==> config.mk <==
export PLATFORM = sky130hd
export DESIGN_NAME = fetch_sequencer
export DESIGN_NICKNAME = d
export VERILOG_FILES = /design/src/rtl/fetch_sequencer.sv
export SDC_FILE = /design/constraint.sdc
export NUM_CORES = 1
export LEC_CHECK = 0
export ABC_AREA = 1
export BUFFER_PORTS_ARGS = -buffer_cell sky130_fd_sc_hd__buf_2
export CORE_ASPECT_RATIO = 2
export CORE_MARGIN = 5
export CORE_UTILIZATION = 30
export DETAILED_ROUTE_END_ITERATION = 7
export GPL_TIMING_DRIVEN = 0
export PLACE_DENSITY = 0.62
export SYNTH_ARGS = -nofsm -noshare
export SYNTH_HDL_FRONTEND = slang
export SYNTH_SLANG_ARGS = --single-unit
export TNS_END_PERCENT = 5
==> constraint.sdc <==
create_clock -name clk -period 1.9 [get_ports clk]
set_input_delay 0.19 -clock clk [delete_from_list [all_inputs] [get_ports clk]]
set_output_delay 0.19 -clock clk [all_outputs]
set_load 0.02 [all_outputs]
==> src/rtl/fetch_sequencer.sv <==
// Instruction-fetch sequencer: owns the PC, addresses instruction memory and registers {pc, instr} for decode.
// Latency: 1 cycle from IMaddress to if_valid/if_instr; 1 instr/cycle sustained.
// Backpressure: stall holds pc and outputs; redirect/halt override stall. Option macro: FETCH_ALIGN_CHECK_EN.
module fetch_sequencer #(
    parameter logic [31:0] RESET_PC   = 32'h0000_0000,
    parameter int          IMEM_WORDS = 1024
) (
    input  logic        clk,
    input  logic        reset,
    output logic [31:0] IMaddress,
    input  logic [31:0] IMinstruction,
    input  logic        stall,
    input  logic        redirect_valid,
    input  logic [31:0] redirect_pc,
    input  logic        halt_req,
    output logic        if_valid,
    output logic [31:0] if_pc,
    output logic [31:0] if_pc_plus4,
    output logic [31:0] if_instr,
    output logic [31:0] fetch_count,
    output logic        halted,
    output logic        fault,
    output logic [31:0] fault_pc
);

    localparam logic [1:0] S_BOOT  = 2'd0;
    localparam logic [1:0] S_RUN   = 2'd1;
    localparam logic [1:0] S_HALT  = 2'd2;
    localparam logic [1:0] S_FAULT = 2'd3;

    localparam logic [31:0] IMEM_LIMIT = IMEM_WORDS;

`ifdef FETCH_ALIGN_CHECK_EN
    localparam logic ALIGN_CHECK = 1'b1;
`else
    localparam logic ALIGN_CHECK = 1'b0;
`endif

    logic [1:0]  state;
    logic [31:0] pc;
    logic [31:0] pc_plus4;
    logic        in_range;
    logic        misaligned;

    assign IMaddress  = pc;
    // pc+4 wraps naturally; a wrapped pc still meets the range check before it is used.
    assign pc_plus4   = pc + 32'd4;
    assign in_range   = ({2'b00, pc[31:2]} < IMEM_LIMIT);
    assign misaligned = ALIGN_CHECK && (redirect_pc[1:0] != 2'b00);
    assign halted     = (state == S_HALT);

    // Fetch state machine: priority halt > redirect > stall > range check > advance.
    always_ff @(posedge clk) begin
        if (reset) begin
            state       <= S_BOOT;
            pc          <= RESET_PC;
            if_valid    <= 1'b0;
            if_pc       <= 32'd0;
            if_pc_plus4 <= 32'd0;
            if_instr    <= 32'd0;
            fetch_count <= 32'd0;
            fault       <= 1'b0;
            fault_pc    <= 32'd0;
        end else begin
            case (state)
                S_BOOT: begin
                    // One bubble cycle before the first capture.
                    state    <= S_RUN;
                    if_valid <= 1'b0;
                end
                S_RUN: begin
                    if (halt_req) begin
                        state    <= S_HALT;
                        if_valid <= 1'b0;
                    end else if (redirect_valid) begin
                        if_valid <= 1'b0;
                        if (misaligned) begin
                            state    <= S_FAULT;
                            fault    <= 1'b1;
                            fault_pc <= redirect_pc;
                        end else begin
                            pc <= {redirect_pc[31:2], 2'b00};
                        end
                    end else if (stall) begin
                        // Hold pc, delivered instruction and count.
                        state <= S_RUN;
                    end else if (!in_range) begin
                        state    <= S_FAULT;
                        fault    <= 1'b1;
                        fault_pc <= pc;
                        if_valid <= 1'b0;
                    end else begin
                        if_instr    <= IMinstruction;
                        if_pc       <= pc;
                        if_pc_plus4 <= pc_plus4;
                        if_valid    <= 1'b1;
                        pc          <= pc_plus4;
                        fetch_count <= fetch_count + 32'd1;
                    end
                end
                S_HALT: begin
                    if_valid <= 1'b0;
                end
                S_FAULT: begin
                    if_valid <= 1'b0;
                end
                default: begin
                    state    <= S_BOOT;
                    if_valid <= 1'b0;
                end
            endcase
        end
    end

endmodule

==> results by group, run 1 <==
Placed design
  – Routability congestion estimate: 0.953
  – Hpwl dp: 24.0 mm
  – Pre-CTS setup slack: -0.541 ns
  – PortBufs: 251

Critical path
  – Worst setup EP type: register
  – Max incr delay on CP: 0.38 ns
  – Setup CP Type: reg2reg
  – R2R cell count: 9
  – Worst-path cell chain: nor2_2 > nand3_1 > nor2_4 > nand2_1 > nor2_2 > buf_6 > buf_4 > o21ai_0 > nor2_1
  – Worst setup SP type: register
  – Worst r2r dst: if_instr[30]
  – Critical path's slowest cell: dfxtp_2
  – RR Startpoint: IMaddress[13]
  – CP most frequent cell: nor2_2
  – Crit path arrival time: 2.18 ns
  – CP Data Required Time: 2.27 ns
  – Register-to-register setup slack: 0.1 ns
  – Crit path max fanout: 10

Cells and area
  – Fill cell count: 2728
  – Total Nets Final: 1500
  – Layout cells sized above 1: 25.2%
  – Antenna Cells: 0
  – Layout area overhead: 36.1%

Pwr
  – Reg power frac: 46.7%
  – PwrDens: 826 nW/um^2
  – Clock power share: 40.8%
  – VDD IR-drop max: 0.513 mV
  – Comb power frac: 12.5%
  – Sw Ratio: 28.2%
  – LEAKAGE: 0.00528 uW
  – P_sw: 2510 uW
  – Internal power: 6400 uW

STA
  – Worst slew margin: 50.0%
  – Setup_tns: 0 ns
  – Hold slack: 0.0408 ns
  – Setup violations, final: 0
  – Fin worst setup slack: 0.0980 ns
  – Tightest Pin Transition: 0.750 ns
  – Hold Violations, Final: 0
  – RSZ-0062 raised after global routing: yes
  – F_max: 555 MHz
  – Tcrit/Tclk final: 94.8%
  – Max-slew violations: 0
  – Clock Skews: 0.00900 ns
  – Fin crit period: 1.80 ns

Yosys
  – Post-Syn Instances: 1112
  – Yosys top cell by area: dfxtp_1
  – Ys async rst share: 0%
  – Synthesized flop and latch total: 188
  – Sequential fraction of the synthesis area: 47.5%
  – Most frequent cell after synthesis: nor2_1
  – Post-synthesis cell area: 7930 sq um
  – Mapped Avg Cell Area: 7.13 sq um
  – Post-synth top flop: dfxtp_1
  – Yosys warns: 0
  – Synth unique cells: 33
  – Top-area cell type share of the netlist area: 47.5%
  – Number of synthesized flops with an enable pin: 0
  – Largest cells by area after synthesis: dfxtp_1, nor2_1, nand2_1
  – Synth top cells by count: nor2_1, nand2_1, dfxtp_1, o21ai_0, nand3_1

Global route
  – GRT Residual Overflow: 0
  – First-pass GRT wire length: 46.5 mm
  – Vias in the first global route: 8452
  – Pin count of the biggest net entering global routing: 18
  – GR peak layer: met2
  – Met1 usage: 19.1%
  – Grt met2 use: 38.3%
  – Initial antenna violation count: 0
  – Met3 Resource Use GR: 4.65%
  – GRT Overall Usage: 19.9%

Die
  – DIE AREA: 30000 sq um
  – CORE AREA: 26200 sq um
  – # rows: 84
  – Die Y: 240 um
  – Die width: 125 um
  – Initial core utilization: 30.3%
  – IO Pins: 264

CTS
  – CTS clock-pin slew for the worst setup and hold paths: 0.07 ns
  – Clk Latency, worst-skew pair: 0.44 ns
  – Sink Count: 188
  – Cts bufs inserted: 17
  – H-tree lvl count: 4
  – Root Driver: clkbuf_16
  – CTS tree: done
  – CTS max path bufs: 2

Min path
  – Hold depth: 3
  – Hold Path Class: in2reg
  – Hold worst-path end: IMaddress[24]
  – HP Start: redirect_pc[24]

Drt
  – Drt initial violations: 490
  – WL per Instance: 17.1 um
  – TritonRoute pass-1 iters: 4
  – DRC Markers: 0
  – Total wire length: 30.6 mm
  – DR vias: 8475
  – Detail Route Antenna Nets: 0
  – Vias/cell: 4.75

Run
  – MaxCap Viol Count: 0

Run status
  – Status: complete, no violations
how the worst max path moves through the flow:
stage / from / end / slack (ns) / depth (start not counted)
floorplan: fetch_count[0] / fetch_count[12] / 0.21 / 8
global placement: reset / fault_pc[15] / -0.57 / 6
detailed placement: reset / fault_pc[29] / -0.54 / 6
CTS: IMaddress[13] / IMaddress[24] / 0.002 / 9
global route: state[0] / fetch_count[8] / -0.06 / 9
finish: IMaddress[13] / if_instr[30] / 0.1 / 9
cells in the final DEF, fill, tap and decap left out, types with 3 or more instances in the layout:
cell and count:
nand2_1 221, conb_1 8, nand3_1 76, o21ai_1 8, nor2_2 13, clkinvlp_4 5
a21oi_1 70, a22oi_1 16, dlygate4sd3_1 40, clkbuf_4 6, nor2_4 9, clkbuf_16 17
xor2_1 9, o21ai_0 104, clkbuf_1 26, nor2_1 222, nor3_1 3, inv_1 66
dfxtp_1 182, dfxtp_2 6, inv_2 3, nand3b_1 15, buf_2 264, nand4_1 3
buf_4 17
flip-flops by register name, indices dropped and copies added, names as in the netlist:
| name | count |
|---|---|
| fetch_count | 32 |
| if_instr | 32 |
| IMaddress | 30 |
| fault_pc | 30 |
| if_pc | 30 |
| if_pc_plus4 | 30 |
| state | 2 |
| fault | 1 |
| if_valid | 1 |
through the flow:
step	power (uW)	instances	area [sq um]	util (%)
floorplan	4820	1119	7950	-
global placement	5230	1714	9640	36.8
detailed placement	5240	1714	9640	36.8
CTS	8990	1786	10700	40.9
global route	9260	1786	10800	41.2
finish	8910	1786	10800	41.2
routing by layer:
layer,vias up,wire [um]
met5,-,0
met4,0,1540
met2,281,17000
met3,83,1530
met1,3906,10500
li1,4205,-
cell families (layout without fill, tap and decap cells):
logic type / count (synthesis) / after routing / synth area share [%]
AO/OA/AOI/OAI: 201 / 201 / 13.3
buffers and inverters: 136 / 459 / 7.45
other: 1 / 8 / 0.0473
adder cells (fa/ha/maj): 2 / 2 / 0.316
flip-flops: 188 / 188 / 47.5
XOR/XNOR: 11 / 11 / 1.22
AND/OR/NAND/NOR: 573 / 573 / 30.2
worst max-delay path, delay by kind of cell (launching register included):
kind / cells / cell delay [ns]
buffers and inverters: 2 / 0.35
DFF: 1 / 0.38
AOI/OAI and AO/OA: 1 / 0.10
and+or+nand+nor: 6 / 0.90
what timing repair did:
| item | 4_1_cts | 5_1_grt |
|---|---|---|
| hold buffers | 40 | 0 |
| resized for setup | 17 | 42 |
| endpoints found under the hold margin | 40 | 0 |
| endpoints found under the setup margin | 118 | 143 |
| pin swaps | 2 | 2 |
| setup buffers | 1 | 0 |
power groups by stage:
| stage | Combinational (uW) | Sequential [uW] | Clock [uW] |
|---|---|---|---|
| 3_5_place_dp | 1000 | 4240 | 0 |
| 2_1_floorplan | 478 | 4340 | 0 |
| 4_1_cts | 1090 | 4150 | 3750 |
| 3_3_place_gp | 995 | 4240 | 0 |
| 6_report | 1110 | 4160 | 3630 |
| 5_1_grt | 1210 | 4170 | 3880 |
area by class of cell:
cell class	instances	area, sq um	area share (%)
clock buffer	19	433	4.01
tap	344	430	3.99
multi-input combinational	795	3700	34.3
sequential	188	3770	35.0
clock inverter	13	163	1.51
timing repair buffer	292	1660	15.4
buffer	65	360	3.34
inverter	70	265	2.46
Power figures use the tool's default switching activity.
==> run 2, diff against run 1 <==
REMOVE_ABC_BUFFERS = 1   (was unset)
==> results by group, run 2 (synthesis results as in run 1) <==
Run status
  – Status: finished with violations
  – Violated checks: setup timing

Min path
  – HP Start: redirect_pc[30]
  – Hold Path Class: in2reg

Cells and area
  – Fill cell count: 2712 (-0.59%)
  – Layout cells sized above 1: 28.3% (+3.0 points)
  – Core Util, Final: 43.0% (+1.8 points)
  – Commonest non-fill, non-tap cell in the layout: buf_2
  – Total Nets Final: 1488 (-0.80%)
  – Top flop regs: fetch_count x32, if_instr x32
  – Layout area overhead: 41.9%
  – Most frequent cells in the layout: buf_2, nor2_1, nand2_1

Placed design
  – PortBufs: 253 (+0.80%)
  – Routability congestion estimate: 0.900 (-5.5%)
  – Hpwl dp: 19.2 mm (-20%)
  – Pre-CTS setup slack: -1.35 ns (-0.807 ns)

Die
  – CORE AREA: 26200 sq um (unchanged)
  – DIE AREA: 30000 sq um (unchanged)
  – Die width: 125 um (unchanged)
  – IO Pins: 264 (unchanged)
  – Initial core utilization: 30.3% (unchanged)
  – # rows: 84 (unchanged)
  – Die Y: 240 um (unchanged)

STA
  – Fin worst setup slack: -0.0421 ns (-0.140 ns)
  – Hold Violations, Final: 0 (unchanged)
  – Tightest Pin Transition: 1.10 ns (+0.348 ns)
  – Max-slew violations: 0 (unchanged)
  – Setup_tns: -0.826 ns (-0.826 ns)
  – Clock Skews: 0.0151 ns (+0.00612 ns)
  – RSZ-0062 raised after global routing: yes
  – F_max: 515 MHz (-7.2%)
  – Setup violations, final: 54 (+54)
  – Hold slack: 0.0364 ns (-0.00435 ns)
  – Worst slew margin: 26.8% (-23 points)
  – Tcrit/Tclk final: 102% (+7.4 points)
  – Fin crit period: 1.94 ns (+0.140 ns)

Global route
  – Vias in the first global route: 7949 (-6.0%)
  – GR peak layer: met2
  – Met1 usage: 21.0% (+1.9 points)
  – GRT Residual Overflow: 0 (unchanged)
  – Grt met2 use: 35.9% (-2.4 points)
  – Met3 Resource Use GR: 3.11% (-1.5 points)
  – Pin count of the biggest net entering global routing: 95 (+77)
  – GRT Overall Usage: 19.3% (-0.56 points)
  – Initial antenna violation count: 2 (+2)
  – First-pass GRT wire length: 45.0 mm (-3.2%)

Drt
  – WL per Instance: 18.2 um (+6.3%)
  – DRC Markers: 0 (unchanged)
  – Detail Route Antenna Nets: 0 (unchanged)
  – TritonRoute pass-1 iters: 7 (+3)
  – Total wire length: 32.3 mm (+5.7%)
  – Drt initial violations: 572 (+17%)
  – DR vias: 8563 (+1.0%)
  – Vias/cell: 4.82 (+1.6%)

Critical path
  – Crit path max fanout: 6 (-4)
  – Max incr delay on CP: 0.37 ns (about the same)
  – Worst-path cell chain: inv_4 > nor2_4 > inv_2 > nor3_4 > nand2_4 > nor2_4 > buf_8 > clkbuf_16 > o21ai_1 > nor2_1
  – CP Data Required Time: 2.28 ns (about the same)
  – Worst Setup SP: state[0]
  – Worst setup EP type: register
  – Setup CP Type: reg2reg
  – Crit path arrival time: 2.33 ns (+0.15 ns)
  – Top cell family by delay on the critical path: simple AND/OR/NAND/NOR gates
  – CP Buf/Inv Count: 4 (+2)
  – Worst setup SP type: register
  – CP most frequent cell: nor2_4
  – Critical path's slowest cell: dfxtp_2
  – RR Startpoint: state[0]

CTS
  – Sink Count: 188 (unchanged)
  – CTS clock-pin slew for the worst setup and hold paths: 0.07 ns (about the same)
  – Clk Latency, worst-skew pair: 0.45 ns (about the same)
  – Root Driver: clkbuf_16
  – CTS tree: done
  – CTS max path bufs: 2 (unchanged)
  – H-tree lvl count: 4 (unchanged)
  – Cts bufs inserted: 17 (unchanged)

Pwr
  – LEAKAGE: 0.00536 uW (+1.5%)
  – PwrDens: 816 nW/um^2 (-1.2%)
  – VDD IR-drop max: 0.507 mV (-1.2%)

Run
  – MaxCap Viol Count: 0 (unchanged)
[run 2: cell types whose count changed in the layout (fill, tap and decap cells not counted), sizes merged, moves of 2 or more]
cell,delta
nand4,+3
clkbuf,-29
nand2,+7
diode,+2
nor2,+5
buf,+2
[run 2: power by group]
part | switching (uW) | internal [uW]
Sequential | 113 | 4050
Combinational | 957 | 545
Clock | 1670 | 1840
Total | 2740 | 6440
[run 2: area by class of cell]
class	instances	area [sq um]	area share, %
timing repair inverter	1	5.00	0.0445
multi-input combinational	810	4020	35.7
inverter	70	278	2.47
antenna	2	5.00	0.0445
timing repair buffer	329	2170	19.3
tap	344	430	3.83
clock inverter	13	133	1.18
clock buffer	19	433	3.85
sequential	188	3770	33.6
[run 2: per-stage QoR]
stage	instances	area [sq um]	power (uW)
2_1_floorplan	1053	7620	4750
3_3_place_gp	1650	9320	5150
3_5_place_dp	1652	9380	5180
4_1_cts	1742	10600	9000
5_1_grt	1776	11200	9550
6_report	1776	11200	9180
[run 2: worst register-to-register path, cell delays in order, from the launching register on]
cell	delay (ns)
dfxtp_2	0.37
inv_4	0.05
nor2_4	0.11
inv_2	0.06
nor3_4	0.34
nand2_4	0.19
nor2_4	0.24
buf_8	0.19
clkbuf_16	0.16
o21ai_1	0.06
nor2_1	0.13
[run 2: timing repair]
| item | CTS | global route |
|---|---|---|
| hold endpoints to repair | 39 | 0 |
| pin swaps | 13 | 23 |
| gates cloned | 8 | 13 |
| setup buffers | 11 | 20 |
| setup endpoints to repair | 186 | 184 |
| hold buffers | 39 | 0 |
| resized for setup | 37 | 73 |
[run 2: layer usage]
metal	part of all wire [%]	vias to the layer above
met5	0	-
met1	37	3978
li1	-	4206
met2	54	307
met3	4.5	72
met4	4.3	0
[run 2: path summary, 6_finish.rpt]
check                                  endpoint  slack, ns  cells after the start
worst min-delay path              IMaddress[30]       0.04                      3
worst max-delay path               if_instr[18]      -0.04                     10
worst max register to register     if_instr[18]      -0.04                     10
worst min register to register  if_pc_plus4[29]       0.44                      2
